**config.mk**
```make
export PLATFORM = sky130hd
export DESIGN_NAME = fifo_rr_drain
export DESIGN_NICKNAME = d
export VERILOG_FILES = /design/src/rtl/fifo_rr_drain.sv
export SDC_FILE = /design/constraint.sdc
export NUM_CORES = 1
export LEC_CHECK = 0
export CORE_MARGIN = 10
export CORE_UTILIZATION = 41
export DETAILED_ROUTE_END_ITERATION = 10
export HOLD_SLACK_MARGIN = 0.12
export PLACE_DENSITY = 0.82
export SYNTH_ARGS = -nofsm -noshare
export SYNTH_HDL_FRONTEND = slang
export SYNTH_SLANG_ARGS = --single-unit
```
**constraint.sdc**
```tcl
create_clock -name clk -period 3.05 [get_ports clk]
set_clock_uncertainty 0.15 [all_clocks]
set_input_delay 0.915 -clock clk [delete_from_list [all_inputs] [get_ports clk]]
set_output_delay 0.915 -clock clk [all_outputs]
set_load 0.02 [all_outputs]
```
**src/rtl/fifo_rr_drain.sv**
```systemverilog
// Round-robin drain of N first-word-fall-through FIFOs onto one registered
// valid/ready stream, popping bursts of up to MAX_BURST words per grant.

module fifo_rr_drain_chk #(
    parameter int N = 4
) (
    input logic         clk,
    input logic         reset,
    input logic [N-1:0] fifo_rd_en,
    input logic [N-1:0] fifo_rd_empty
);

    a_rd_en_onehot: assert property (@(posedge clk) disable iff (!reset)
        $onehot0(fifo_rd_en))
        else $stop;

    a_no_empty_pop: assert property (@(posedge clk) disable iff (!reset)
        ((fifo_rd_en & fifo_rd_empty) == {N{1'b0}}))
        else $stop;

endmodule

module fifo_rr_drain #(
    parameter int N         = 4,
    parameter int W         = 8,
    parameter int MAX_BURST = 4,
    parameter int IW        = (N > 1) ? $clog2(N) : 1
) (
    input  logic           clk,
    input  logic           reset,
    input  logic [N-1:0]   ch_enable,
    input  logic [N-1:0]   fifo_rd_empty,
    input  logic [N*W-1:0] fifo_rd_data,
    output logic [N-1:0]   fifo_rd_en,
    output logic           out_valid,
    output logic [W-1:0]   out_data,
    output logic [IW-1:0]  out_id,
    input  logic           out_ready,
    output logic           busy
);

    localparam int BW = $clog2(MAX_BURST + 1);
    localparam logic [IW:0] N_W = (IW + 1)'(N);

    typedef enum logic [0:0] {
        ST_ARB   = 1'b0,
        ST_BURST = 1'b1
    } state_t;

    state_t          state_r, state_s;
    logic [IW-1:0]   rr_ptr_r, rr_ptr_s;
    logic [IW-1:0]   grant_r, grant_s, grant_next_s;
    logic [IW-1:0]   pick_s, idx_s;
    logic [IW:0]     sum_s;
    logic [BW-1:0]   burst_cnt_r, burst_cnt_s;
    logic [N-1:0]    eligible_s;
    logic            found_s, pop_s, grant_empty_s, last_s;
    logic [W-1:0]    grant_data_s;

    assign eligible_s    = ch_enable & ~fifo_rd_empty;
    assign grant_empty_s = fifo_rd_empty[grant_r];
    assign grant_data_s  = fifo_rd_data[grant_r*W +: W];
    assign last_s        = (burst_cnt_r == BW'(MAX_BURST - 1));
    assign grant_next_s  = (grant_r == IW'(N - 1)) ? {IW{1'b0}} : grant_r + IW'(1);
    // A pop needs a granted non-empty FIFO and a free (or draining) output slot.
    assign pop_s         = (state_r == ST_BURST) & ~grant_empty_s & (~out_valid | out_ready);
    assign busy          = (state_r == ST_BURST) | out_valid;

    // Round-robin search: first eligible channel at or above rr_ptr, wrapping at N.
    always_comb begin
        found_s = 1'b0;
        pick_s  = {IW{1'b0}};
        sum_s   = {(IW + 1){1'b0}};
        idx_s   = {IW{1'b0}};
        for (int k = 0; k < N; k++) begin
            sum_s = {1'b0, rr_ptr_r} + (IW + 1)'(k);
            if (sum_s >= N_W) begin
                idx_s = IW'(sum_s - N_W);
            end else begin
                idx_s = IW'(sum_s);
            end
            if (!found_s && eligible_s[idx_s]) begin
                found_s = 1'b1;
                pick_s  = idx_s;
            end else begin
                found_s = found_s;
            end
        end
    end

    // Next-state logic for the ARB/BURST controller.
    always_comb begin
        state_s     = state_r;
        grant_s     = grant_r;
        rr_ptr_s    = rr_ptr_r;
        burst_cnt_s = burst_cnt_r;
        case (state_r)
            ST_ARB: begin
                if (found_s) begin
                    state_s     = ST_BURST;
                    grant_s     = pick_s;
                    burst_cnt_s = {BW{1'b0}};
                end else begin
                    state_s = ST_ARB;
                end
            end
            ST_BURST: begin
                if (pop_s) begin
                    burst_cnt_s = burst_cnt_r + BW'(1);
                    if (last_s) begin
                        state_s  = ST_ARB;
                        rr_ptr_s = grant_next_s;
                    end else begin
                        state_s = ST_BURST;
                    end
                end else if (grant_empty_s) begin
                    state_s  = ST_ARB;
                    rr_ptr_s = grant_next_s;
                end else begin
                    state_s = ST_BURST;
                end
            end
            default: begin
                state_s = ST_ARB;
            end
        endcase
    end

    // One-hot pop strobe toward the granted FIFO.
    always_comb begin
        fifo_rd_en = {N{1'b0}};
        if (pop_s) begin
            fifo_rd_en[grant_r] = 1'b1;
        end else begin
            fifo_rd_en = {N{1'b0}};
        end
    end

    // Controller state registers.
    always_ff @(posedge clk or negedge reset) begin
        if (!reset) begin
            state_r     <= ST_ARB;
            rr_ptr_r    <= {IW{1'b0}};
            grant_r     <= {IW{1'b0}};
            burst_cnt_r <= {BW{1'b0}};
        end else begin
            state_r     <= state_s;
            rr_ptr_r    <= rr_ptr_s;
            grant_r     <= grant_s;
            burst_cnt_r <= burst_cnt_s;
        end
    end

    // Output register; a pop in the same cycle as out_ready replaces the word.
    always_ff @(posedge clk or negedge reset) begin
        if (!reset) begin
            out_valid <= 1'b0;
            out_data  <= {W{1'b0}};
            out_id    <= {IW{1'b0}};
        end else if (pop_s) begin
            out_valid <= 1'b1;
            out_data  <= grant_data_s;
            out_id    <= grant_r;
        end else if (out_ready) begin
            out_valid <= 1'b0;
        end else begin
            out_valid <= out_valid;
        end
    end

    fifo_rr_drain_chk #(.N(N)) u_chk (
        .clk           (clk),
        .reset         (reset),
        .fifo_rd_en    (fifo_rd_en),
        .fifo_rd_empty (fifo_rd_empty)
    );

endmodule

```
Word-level counts from Yosys, hierarchy flattened
Cells that the tools add are included.
Operators by class
  bitwise logic cells: 9
  divide/modulo/power cells: 0
  equality and inequality tests: 5
  reductions and logical operators: 12
  shift operators: 1
  $add $sub $neg: 9
  muxes and demuxes: 39
  multipliers: 0
  order comparisons: 10
Operator list (count)
  indexed part select 32 x 6 -> 8 bit: 1
  two-way mux 2 bit: 12
  two-way mux 1 bit: 16
  less-than comparator 2 x 3 -> 1 bit, second input constant: 5
  binary-select mux 1 bit (select 2 bit): 5
  greater-or-equal comparator 3 bit, second input constant: 3
  subtractor 2 x 1 -> 2 bit, second input constant: 4
  adder 2 x 2 -> 3 bit, second input constant: 2
  two-way mux 3 bit: 2
  one-hot mux 3 bit (2 select lines): 1
  bitwise AND 4 bit: 1
  logical AND 1 bit: 4
  two-way mux 4 bit: 1
  != test 2 x 1 -> 1 bit, second input constant: 2
  inverter 4 bit: 1
  AND reduction 2 bit: 2
  nonzero test 2 bit: 2
  adder 2 x 1 -> 3 bit, second input constant: 1
  adder 3 x 1 -> 3 bit, second input constant: 1
  == test 3 x 2 -> 1 bit, second input constant: 1
  greater-or-equal comparator 2 x 3 -> 1 bit, second input constant: 1
  zero test 1 bit: 3
  inverter 1 bit: 3
  AND reduction 3 bit: 1
  8 further kinds: 10
Storage, ports and cells
  register bits: 19
  word-level logic and storage cells: 92
  latch bits: 0
  memory bits (writable): 0
  ROM bits: 0
  memories: 0

Logic depth before layout (Yosys ltp)
  depth in word-level cells: 16
  gate-level depth with buffers: 5
  gate-level depth less buffers: 5

Worst setup path after synthesis
OpenSTA, ideal clock, no wires.
  path type: input-to-output
  from: input port fifo_rd_empty[3]
  to: output port fifo_rd_en[0]
  path slack: -0.109 ns
  data required time: 1.985 ns
  data arrival time: 2.094 ns
  buffers on the path: 2
  cell stages on the path: 5
  cells stage by stage: mux4_2 and3b_1 buf_6 buf_6 and2_1
Between the ends
  longest elaborated chain between the ends: 6
RTL lines
  start, declared: line 32  | input logic [N-1:0] fifo_rd_empty,
  binary-select mux 1 bit (select 2 bit): line 61  | assign grant_empty_s = fifo_rd_empty[grant_r];
  two-way mux 1 bit (implied by the code): line 61
  inverter 1 bit: line 66  | assign pop_s = (state_r == ST_BURST) & ~grant_empty_s & (~out_valid | out_ready);
  bitwise AND 1 bit (2 in a row): line 66
  two-way mux 4 bit: line 132  | if (pop_s) begin
  end, declared: line 34  | output logic [N-1:0] fifo_rd_en,
No other way between the ends. The select of a mux whose other input is x is not followed.

Final worst setup path
  from: input port fifo_rd_empty[3]
  to: output port fifo_rd_en[1]
The elaborated chain is that of the path after synthesis.

==> results <==
- The run finished, with violations left.
- The final reports fail on negative setup slack.
- The leakage power is approximately 0.00085 uW.
- The area growth from synthesis to layout is 57.1%.
- The footprint of the multi-input gates is around 700 um2.
- After the first detailed-routing iteration, the DRC count stood at 44.
- The final cycle utilization of the critical path is 1.03.
- The highest metal layer carrying signal wires in the routed design is met4.
- The placeable core area is 2830 um2.
- In the layout the commonest cells are 50 x sky130_fd_sc_hd__clkdlybuf4s50_1, 19 x sky130_fd_sc_hd__dfrtp_1, 10 x sky130_fd_sc_hd__buf_4.
- The per-instance average area after synthesis is between 10 and 15 um2.
- The die is ~75 um tall.
- The number of antenna diodes in the final layout is 0.
- The H-tree depth is 1.
- The count of mapped cells out of synthesis is 100.
- Excluding fillers, the count of instances in the completed layout stands at around 200.
- Setup repair after global routing could not meet its margin everywhere.
- The TritonCTS clock tree is yes.
- In this run, synthesis produced a sequential element count of 19.
- The longest clock path from root to sink contains 2 buffers.
- The cell area that synthesis handed to floorplanning was 1240 um2.
- The required arrival time at the worst endpoint is between 1.5 and 2 ns.
- The cell row count is 19.
- The number of instances in the placed design is ~190.
- After routing the design area is roughly 2000 um2.
- In this run, synthesis inferred 0 flip-flops with an integrated enable.
- The proportion of register bits with asynchronous set or reset after synthesis is 1.00.
- The worst reg2reg path endpoint is burst_cnt_r[0].
- The final HPWL from detailed placement is 2940 um.
- Across all setup checks in the final design, the least slack found is -0.0952 ns.
- The share of layout cells above drive strength 1 is 0.251.
- For this run, the total global-route usage over all layers was measured as 0.130.
- The startpoint identified for the worst register-to-register timing path is grant_r[0].
- The unique cell type count in the Yosys netlist is 31.
- The first-pass iteration count of the detailed router is 4.
- In this run the tool buffered the top-level ports with 58 buffer cells.
- The highest attainable clock frequency is approximately 320 MHz.
- The detailed-route via count is between 1,000 and 1,500.
- CTS placed an instance of sky130_fd_sc_hd__clkbuf_4 at the clock tree root.
- After detailed placement, the total cell area comes to ~1900 um2.
- The areal power density over the cells is 839 nW/um2.
- The number of remaining DRC errors is 0.
- The final layout contains routed wiring with a total length of 3590 um.
- The number of global-route vias before repair is 1,128.
- The flip-flop and latch area is 475 um2.
- After detailed routing, the wire length on met1 is 1540 um.
- The CTS clock-pin slew for the worst setup and hold paths is around 0.10 ns.
- The hold violation total from the final report was 0.
- The cell with the largest stage delay on the worst path is sky130_fd_sc_hd__mux4_2.
- Detailed routing placed a total of roughly 300 um of wire on met3.
- The maximum VDD drop is between 0.4 and 0.5 mV.
- The relative slew slack is 0.823.
- The number of nets in the synthesized netlist is 149.
- The path with the worst hold slack has its endpoint at out_data[3].
- The internal reg-to-reg setup slack is 0.95 ns.
- The post-layout net count is roughly 220.
- The insertion delay of the later-clocked pin in the worst-skew pair is 0.29 ns.
- At the end of routability-driven placement, the weighted congestion stood at 0.820.
- The CTS buffer count is 3.
- Prior to clock tree synthesis, the placed netlist has a worst setup slack of -1.02 ns.
- STA classifies the critical path endpoint as an output pin.
- The number of max-cap violations is 0.
- The worst setup path startpoint is fifo_rd_empty[3].
- The largest net degree at the start of global routing is 20.
- The I/O pin total is 59.
- The number of cells on the worst reg-to-reg path is 5.
- The most frequent cell on the critical path is sky130_fd_sc_hd__buf_6.
- Of the synthesized area, sequential elements account for 0.384.
- Summed over all layers, the global routing overflow is 0.
- The class of the tightest hold or removal check is reg -> reg.
- The global-route wire length before repair is approximately 5700 um.
- The library cell used most frequently in the layout, excluding fill and tap cells, is sky130_fd_sc_hd__clkdlybuf4s50_1.
- The number of hold buffers added after CTS was 0.
- The signal on the critical path passes through buf_6 -> mux4_2 -> and3b_2 -> and2_4 -> buf_6.
- The die outline area is between 5000 and 6000 um2.
- After detailed routing, the met2 layer carries around 1700 um of wire.
- For the pin with the worst max-slew slack, the measured transition is 0.265 ns.
- Once detail routing completed, the nets flagged for antenna violations numbered 0.
- The initial antenna violation count is 0.
- The horizontal die dimension is around 75 um.
- The number of slew-limit violations in the final report is 0.
- In this run the worst path has a maximum fanout of 6.
- The average wire per standard cell is 18.1 um.
- The start point of the worst hold path is out_data[3].
- STA classifies the critical path startpoint as an input pin.
- Setup violations remaining at the end of the flow were counted as 4.
- The setup path with the least slack is of type in -> out.
- Counting instances, the worst hold path has a depth of 1.
- Using the TritonRoute via totals, the vias-per-cell ratio works out to about 5.4.
- The routed design could run at a clock period as short as about 3.1 ns.
- The most used flip-flop cell after synthesis is sky130_fd_sc_hd__dfrtp_1.
- In this design, the stage delay of the slowest critical-path cell is 0.48 ns.
- The initial standard-cell utilization of the core is 0.438.
- The total of fill cells in the finished design is about 220.
- The number of setup buffers added after CTS is 0.
- Data arrives at the worst endpoint at ~2.1 ns.
- The total number of yosys warnings is 0.
- Counting every sink on the clock net gives 19.
registers in the layout, summed over array words and instances (netlist names):
register and flops:
rr_ptr_r 2, burst_cnt_r 3, out_valid 1, out_data 8, out_id 2, grant_r 2
state_r 1
report_power, final:
group          total (uW)  switching [uW]  internal [uW]
clock network         127            75.7           50.8
registers             462            85.8            376
logic                1040             470            574
worst max path at each step:
stage	to	slack, ns	cells after the start
after global placement	fifo_rd_en[3]	-0.96	5
after global routing	fifo_rd_en[1]	-0.13	5
after detailed placement	fifo_rd_en[1]	-1.02	5
after CTS	fifo_rd_en[1]	-0.08	5
after floorplan	fifo_rd_en[0]	-0.05	5
final	fifo_rd_en[1]	-0.1	5
worst max-delay path, delay by kind of cell:
kind / cells / cell delay (ns)
buf+inv: 2 / 0.20
mux: 1 / 0.48
simple gates: 2 / 0.48
synth_stat cells, types with 3 or more instances:
master / number / area [um2]
sky130_fd_sc_hd__nand2_1: 5 / 18.8
sky130_fd_sc_hd__dfrtp_1: 19 / 475
sky130_fd_sc_hd__mux2_1: 6 / 67.6
sky130_fd_sc_hd__nor2_1: 4 / 15.0
sky130_fd_sc_hd__mux2_2: 4 / 45.0
sky130_fd_sc_hd__nor2b_1: 3 / 18.8
sky130_fd_sc_hd__and2_1: 5 / 31.3
sky130_fd_sc_hd__inv_1: 4 / 15.0
sky130_fd_sc_hd__mux2_4: 3 / 45.0
sky130_fd_sc_hd__ha_1: 6 / 75.1
sky130_fd_sc_hd__mux4_2: 7 / 158
sky130_fd_sc_hd__nand2b_1: 6 / 37.5
area by class of cell:
class / count / share of cell area
timing repair buffer: 68 / 0.342
multi-input combinational: 71 / 0.370
tap: 31 / 0.0199
clock buffer: 4 / 0.0135
inverter: 5 / 0.00965
sequential: 19 / 0.244
cells by family (layout without fill, tap and decap cells):
family	count (synthesis)	after routing	share of synthesized area
and+or+nand+nor	28	28	0.125
DFF	19	19	0.384
adders and majority gates	6	6	0.0606
buffers and inverters	10	77	0.0434
muxes	24	24	0.313
AOI/OAI and AO/OA	13	13	0.0737
stage by stage:
| stage | hold WS (ns) | setup TNS [ns] | power, uW | utilization |
|---|---|---|---|---|
| 2_1_floorplan | 0.316 | -0.199 | 1110 | - |
| 3_3_place_gp | 0.317 | -3.85 | 1480 | 0.674 |
| 3_5_place_dp | 0.333 | -4.41 | 1510 | 0.674 |
| 4_1_cts | 0.356 | -0.315 | 1640 | 0.688 |
| 5_1_grt | 0.377 | -0.498 | 1750 | 0.688 |
| 6_report | 0.351 | -0.351 | 1630 | 0.688 |
per-layer routing:
layer  global-route usage  vias to the layer above
met5                    0                        -
met4               0.0504                        0
met3               0.0276                        2
met2                0.214                       54
met1                0.163                      511
li1                     -                      503
what timing repair did:
action / CTS / global route
pin swaps: 1 / 1
resized for setup: 45 / 0
cloned: 0 / 0
setup endpoints to repair: 4 / 4
No activity file was read; power rests on OpenSTA's default activity.
